$ cat src/rtl/pipe_stage_ctrl.sv
// Two-entry (head + skid) pipeline stage with load-use interlock and stall counter.
// Latency 1 cycle from EMPTY; in_ready is registered occupancy, masked only by flush and hazard.
module pipe_stage_ctrl #(
  parameter int STALL_W = 16
) (
  input  logic               system1000,
  input  logic               system1000_rstn,
  input  logic               in_valid,
  input  logic [55:0]        in_bundle,
  output logic               in_ready,
  output logic               out_valid,
  output logic [55:0]        out_bundle,
  input  logic               out_ready,
  input  logic               flush,
  output logic [STALL_W-1:0] stall_cnt
);

  typedef struct packed {
    logic [6:0]  dst;
    logic [6:0]  src;
    logic        wr_en;
    logic [15:0] imm;
    logic [7:0]  opcode;
    logic        is_load;
    logic [15:0] data;
  } hdr_t;

  typedef enum logic [1:0] {EMPTY, ONE, FULL} state_e;

  state_e             state_q, state_d;
  hdr_t               head_q, head_d;
  hdr_t               skid_q, skid_d;
  logic               in_ready_q, in_ready_d;
  logic [6:0]         last_dst_q, last_dst_d;
  logic               last_ld_q, last_ld_d;
  logic [STALL_W-1:0] stall_q, stall_d;

  hdr_t in_hdr;
  logic hazard, accept, drain;

  assign in_hdr     = hdr_t'(in_bundle);
  // The bubble is the hazard cycle itself; last_ld is cleared so the retry goes through.
  assign hazard     = in_valid && last_ld_q && (in_hdr.src == last_dst_q);
  assign in_ready   = in_ready_q && !flush && !hazard;
  assign out_valid  = (state_q != EMPTY);
  assign accept     = in_valid && in_ready;
  assign drain      = out_valid && out_ready;
  assign out_bundle = head_q;
  assign stall_cnt  = stall_q;

  always_comb begin
    state_d    = state_q;
    head_d     = head_q;
    skid_d     = skid_q;
    last_dst_d = last_dst_q;
    last_ld_d  = last_ld_q;
    stall_d    = stall_q;

    if (flush) begin
      state_d   = EMPTY;
      head_d    = '0;
      skid_d    = '0;
      last_ld_d = 1'b0;
    end else begin
      case (state_q)
        EMPTY: begin
          if (accept) begin
            state_d = ONE;
            head_d  = in_hdr;
          end
        end
        ONE: begin
          if (accept && drain) begin
            head_d = in_hdr;
          end else if (accept) begin
            state_d = FULL;
            skid_d  = in_hdr;
          end else if (drain) begin
            state_d = EMPTY;
          end
        end
        FULL: begin
          if (drain) begin
            state_d = ONE;
            head_d  = skid_q;
          end
        end
        default: state_d = EMPTY;
      endcase

      if (accept) begin
        last_dst_d = in_hdr.dst;
        last_ld_d  = in_hdr.wr_en && in_hdr.is_load;
      end else if (hazard) begin
        last_ld_d = 1'b0;
      end
    end

    in_ready_d = (state_d != FULL);

    if (in_valid && !in_ready && (stall_q != '1)) begin
      stall_d = stall_q + STALL_W'(1);
    end
  end

  always_ff @(posedge system1000 or negedge system1000_rstn) begin
    if (!system1000_rstn) begin
      state_q    <= EMPTY;
      head_q     <= '0;
      skid_q     <= '0;
      in_ready_q <= 1'b0;
      last_dst_q <= '0;
      last_ld_q  <= 1'b0;
      stall_q    <= '0;
    end else begin
      state_q    <= state_d;
      head_q     <= head_d;
      skid_q     <= skid_d;
      in_ready_q <= in_ready_d;
      last_dst_q <= last_dst_d;
      last_ld_q  <= last_ld_d;
      stall_q    <= stall_d;
    end
  end

endmodule
$ cat config.mk
export PLATFORM = sky130hd
export DESIGN_NAME = pipe_stage_ctrl
export DESIGN_NICKNAME = d
export VERILOG_FILES = /design/src/rtl/pipe_stage_ctrl.sv
export SDC_FILE = /design/constraint.sdc
export NUM_CORES = 1
export LEC_CHECK = 0
export CAP_MARGIN = 20
export CORE_MARGIN = 2
export CORE_UTILIZATION = 54
export CTS_BUF_LIST = sky130_fd_sc_hd__clkbuf_2
export DETAILED_ROUTE_END_ITERATION = 8
export PLACE_DENSITY = 0.83
export SLEW_MARGIN = 20
export SYNTH_ARGS = -nofsm -noshare
export SYNTH_HDL_FRONTEND = slang
export SYNTH_SLANG_ARGS = --single-unit
$ cat constraint.sdc
create_clock -name system1000 -period 2.5 [get_ports system1000]
set_input_delay 0.375 -clock system1000 [delete_from_list [all_inputs] [get_ports system1000]]
set_output_delay 0.375 -clock system1000 [all_outputs]
set_load 0.05 [all_outputs]
**Word level (Yosys, flattened, before mapping)**

Cells that the tools add are included.

- Add/sub/neg operators: 1
- Equal/unequal tests: 9
- Multiplexer cells: 18
- Bitwise gates (word level): 1
- Reduce and logical (&&, ||, !) cells: 22

Operator list:

| operator | count |
|---|---|
| 56-bit two-way mux | 7 |
| 56-bit one-hot mux with 3 select lines | 1 |
| 16-bit by 1-bit adder with 16-bit output, second input constant | 1 |
| 16-bit != test, second input constant | 1 |
| 2-bit two-way mux | 6 |
| 1-bit logical AND | 10 |
| 3-bit != test, second input constant | 3 |
| 7-bit == test | 1 |
| 2-bit one-hot mux with 3 select lines | 1 |
| 2-bit nonzero test | 3 |
| 2-bit != test, second input constant | 2 |
| 4-bit AND reduction | 1 |
| 4-bit nonzero test | 1 |
| 1-bit zero test | 3 |
| 1-bit two-way mux | 3 |
| 3-bit AND reduction | 1 |
| 3-bit nonzero test | 1 |
| 2-bit by 1-bit == test with 1-bit output, second input constant | 1 |
| 2-bit == test, second input constant | 1 |
| 2-bit zero test | 1 |
| 2-bit AND reduction | 1 |
| 1-bit NOT | 1 |

- Register bits: 139
- Input port bits: 61
- Word-level logic and storage cells: 70

**Longest topological paths before layout**

- Word-level depth: 10
- Depth in mapped cells: 8

**Least setup slack after synthesis**

No wires, ideal clock.

- Path kind: register -> register
- Start point: reg stall_q[0], in the netlist stall_cnt[0]
- End point: reg stall_q[1], in the netlist stall_cnt[1]
- Setup time: 0.128 ns
- Arrival: 2.211 ns
- Required time: 2.372 ns
- Path slack: 0.161 ns
- Stages on the path, launching flop included: 7
- Path buffers: 0
- Cells stage by stage: dfrtp_1 -> ha_1 -> nand3_1 -> or4_4 -> o21ai_2 -> or2_1 -> mux2_1

- Word-level cells in the longest chain between the ends: 2
- Elaborated cells on any way between the ends: 3
- Those cells by class: add/sub (1); eq/ne (1); reduce/logical (1)

RTL lines:

| what | RTL line | source |
|---|---|---|
| from (decl) | 36 | `logic [STALL_W-1:0] stall_q, stall_d;` |
| from (signal assigned) | 122 | `stall_q <= stall_d;` |
| branches (longest 2 deep; another with 16-bit by 1-bit adder with 16-bit output) | - |  |

Parallel ways; which one is timed is not known.
A chain may end at the register's enable or synchronous reset.

**Worst setup path in the final report**

- Start point: reg last_dst_q[6]
- End point: out in_ready

- Word-level cells in the longest chain between the ends: 4

RTL lines:

| what | RTL line | source |
|---|---|---|
| from (decl) | 34 | `logic [6:0] last_dst_q, last_dst_d;` |
| from (signal assigned) | 120 | `last_dst_q <= last_dst_d;` |
| 7-bit == test | 43 | `assign hazard = in_valid && last_ld_q && (in_hdr.src == last_dst_q);` |
| 1-bit logical AND | 43 |  |
| 1-bit zero test | 44 | `assign in_ready = in_ready_q && !flush && !hazard;` |
| 1-bit logical AND | 44 |  |
| to (decl) | 10 | `output logic in_ready,` |

No other way between the ends.

==> flow_metrics.tcl <==
set metrics [dict create \
    grt_max_degree 116 \
    htree_levels 4 \
    synthArstFlopShare_pct 100 \
    fin_ws_ns -0.0260 \
    die_height_um 116 \
    cts.sinks 139 \
    routed_wl_um 15900 \
    n_fill_cell 858 \
    wire_per_inst_um 16.1 \
    coreArea_um2 12100 \
    dieWidth_um 116 \
    critPathKind "register to primary output" \
    route.vias.total 5352 \
    rows 40 \
    dieArea_um2 13400 \
    clk_latency_ns 0.72 \
    cp_max_fo 6 \
    failed_checks "negative setup slack" \
    clk_pin_slew_ns 0.22 \
    synthFlopType "dfrtp_1" \
    required_ns 2.12 \
    diodes 0 \
    dr.pass1.iters 5 \
    syn-num-nets 736 \
    hold_viol 0 \
    dp_hpwl_um 10700 \
    rr_worst_depth 8 \
    worstPathArrival_ns 2.15 \
    maxSlewViolCount 0 \
    rsz0062_at_grt "true" \
    clock_skew_ns 0.0347 \
    fmax_mhz 396 \
    syn_avg_cell_area_um2 10.0 \
    powerDensity_nw_per_um2 651 \
    synth_cell_types 40 \
    via_per_inst 5.40 \
    ir_worst_vdd_uv 312 \
    synthCells 674 \
    clockRootBuffer "clkbuf_2" \
    grt_use_total_pct 25.0 \
    port_buffers 134 \
    rr_startpoint "last_dst_q[6]" \
    critPathCaptureType "primary output" \
    gr-total-overflow 0 \
    layout-drive-gt1-share_pct 14.7 \
    leakagePower_nw 4.06 \
    cts_buffers 17 \
    synth-edff-count 0 \
    fin_nets 873 \
    ys_warn_count 0 \
    drc 0 \
    ios 135 \
    drt_iter0_markers 378 \
    worstMarginPinSlew_ns 0.993 \
    timing.final.crit_share_pct 101 \
    status "complete, but fails checks" \
    finalCriticalPeriod_ns 2.53 \
    clock_path_buffers 2 \
    ys_seq_elements 139 \
    ant_nets 0 \
    grt_pass1_vias 5377 \
    syn-cell-area_um2 6740 \
    r2r_slack_ns 0.22 \
    ys_seq_area_share_pct 51.6 \
    hold_class "input port to asynchronous set/reset pin" \
    tns_ns -0.0260 \
    place.gp.congestion 0.874 \
    antenna_found_initial 0 \
    cap_viol_max_count 0 \
    fin_total_pwr_w 0.00570 \
    grt_pass1_wl_um 26300 \
    crit_start "last_dst_q[6]" \
    slew-limit-headroom_pct 33.8 \
    setup_viol 1 \
    cts_tree "yes" \
    start_util_pct 55.7 \
    start_kind "register" \
    areaGrowthSynthToFinish_pct 29.9 \
]
## synthesized netlist by cell type (3+ instances only)
cell      instances  area, µm²
nand2_1         177        664
dfrtp_1         139       3480
a21oi_1          60        300
nand2b_1         58        363
mux2_4           40        601
clkbuf_1         31        116
o21ai_0          28        140
o21ai_1          28        140
xor2_1           21        184
mux2_1           17        191
buf_2             9       45.0
mux2_2            7       78.8
nand3_1           6       30.0
nor3_1            6       30.0
buf_6             5       56.3
nor2_1            5       18.8
and3_1            4       25.0
nor4_1            4       25.0
inv_1             3       11.3
nand4_1           3       18.8
## layout by cell type, fill, tap and decap left out, types with 2 or more instances in the layout
master,n
nor4_1,4
o21ai_1,28
bufinv_16,6
o21ai_0,28
nand2_1,177
nand4_1,3
nor2_1,5
clkinvlp_4,2
clkinv_1,3
dlymetal6s2s_1,6
dfrtp_1,139
nor3_1,6
and3_1,4
buf_12,6
inv_1,3
nand2b_1,57
xor2_1,20
clkbuf_2,19
clkdlybuf4s50_1,124
buf_4,24
nor4_4,3
nand3_1,6
nand3b_1,2
clkinv_2,2
a21oi_1,60
mux2_1,17
mux2_4,40
mux2_2,7
## stage by stage
step                worst slack, ns  area [µm²]  hold slack (ns)  utilization [%]  instances
global placement            -0.0918        8360            0.339             69.0        955
detailed placement           -0.185        8360            0.345             69.0        955
floorplan                     0.161        6740           0.0794                -        674
CTS                          -0.186        8700           0.0856             71.8        988
global route                 -0.184        8760            0.100             72.3        992
finish                      -0.0260        8760            0.136             72.3        992
## layout make-up
cell class	count	area, µm²	share of cell area [%]
Multi-Input combinational cell	486	3100	35.3
Clock buffer	18	90.1	1.03
Inverter	3	11.3	0.129
Timing Repair Buffer	164	1650	18.8
Clock inverter	14	225	2.57
Tap cell	168	210	2.40
Sequential cell	139	3480	39.7
## state kept, by name, indices dropped and copies added, names as in the netlist
signal,cells
last_dst_q,7
state_q,2
out_bundle,56
stall_cnt,16
last_ld_q,1
in_ready_q,1
skid_q,56
## worst paths after layout
kind	end
max in group asynchronous	skid_q[18]
hold / removal	out_bundle[7]
setup / recovery	in_ready
min in group system1000	skid_q[38]
setup reg to reg	stall_cnt[10]
hold reg to reg	out_bundle[0]
## metal layers
metal | global-route usage [%] | vias to the layer above | share of wire (%)
met1 | 33.8 | 2669 | 45
met5 | 0 | - | 0
met4 | 7.30 | 0 | 1.0
li1 | - | 2515 | -
met3 | 5.70 | 13 | 5.4
met2 | 40.7 | 155 | 49
## worst max-delay path: stages, from the launching register on
cell	delay, ns
dfrtp_1	0.46
xor2_2	0.17
nor4_4	0.45
a21boi_4	0.16
buf_12	0.18
## timing repair
item	in CTS	in global routing
pin swaps	1	2
hold buffers	1	0
setup buffers	0	5
endpoints found under the setup margin	2	8
gates resized for setup	4	10
hold endpoints to repair	53	0
## power by group
part           total, W  internal (W)  switching [W]
clock           0.00166      0.000849       0.000815
sequential      0.00257       0.00242       0.000153
combinational   0.00146      0.000592       0.000871
## cells by family after synthesis
| logic type | share of synthesized area (%) |
|---|---|
| xor+xnor | 2.86 |
| buf+inv | 3.51 |
| mux | 12.9 |
| compound gates | 9.63 |
| fa+ha+maj | 0.186 |
| flops | 51.6 |
| simple gates | 19.3 |
Note: power is estimated with default switching activity, not from simulation.
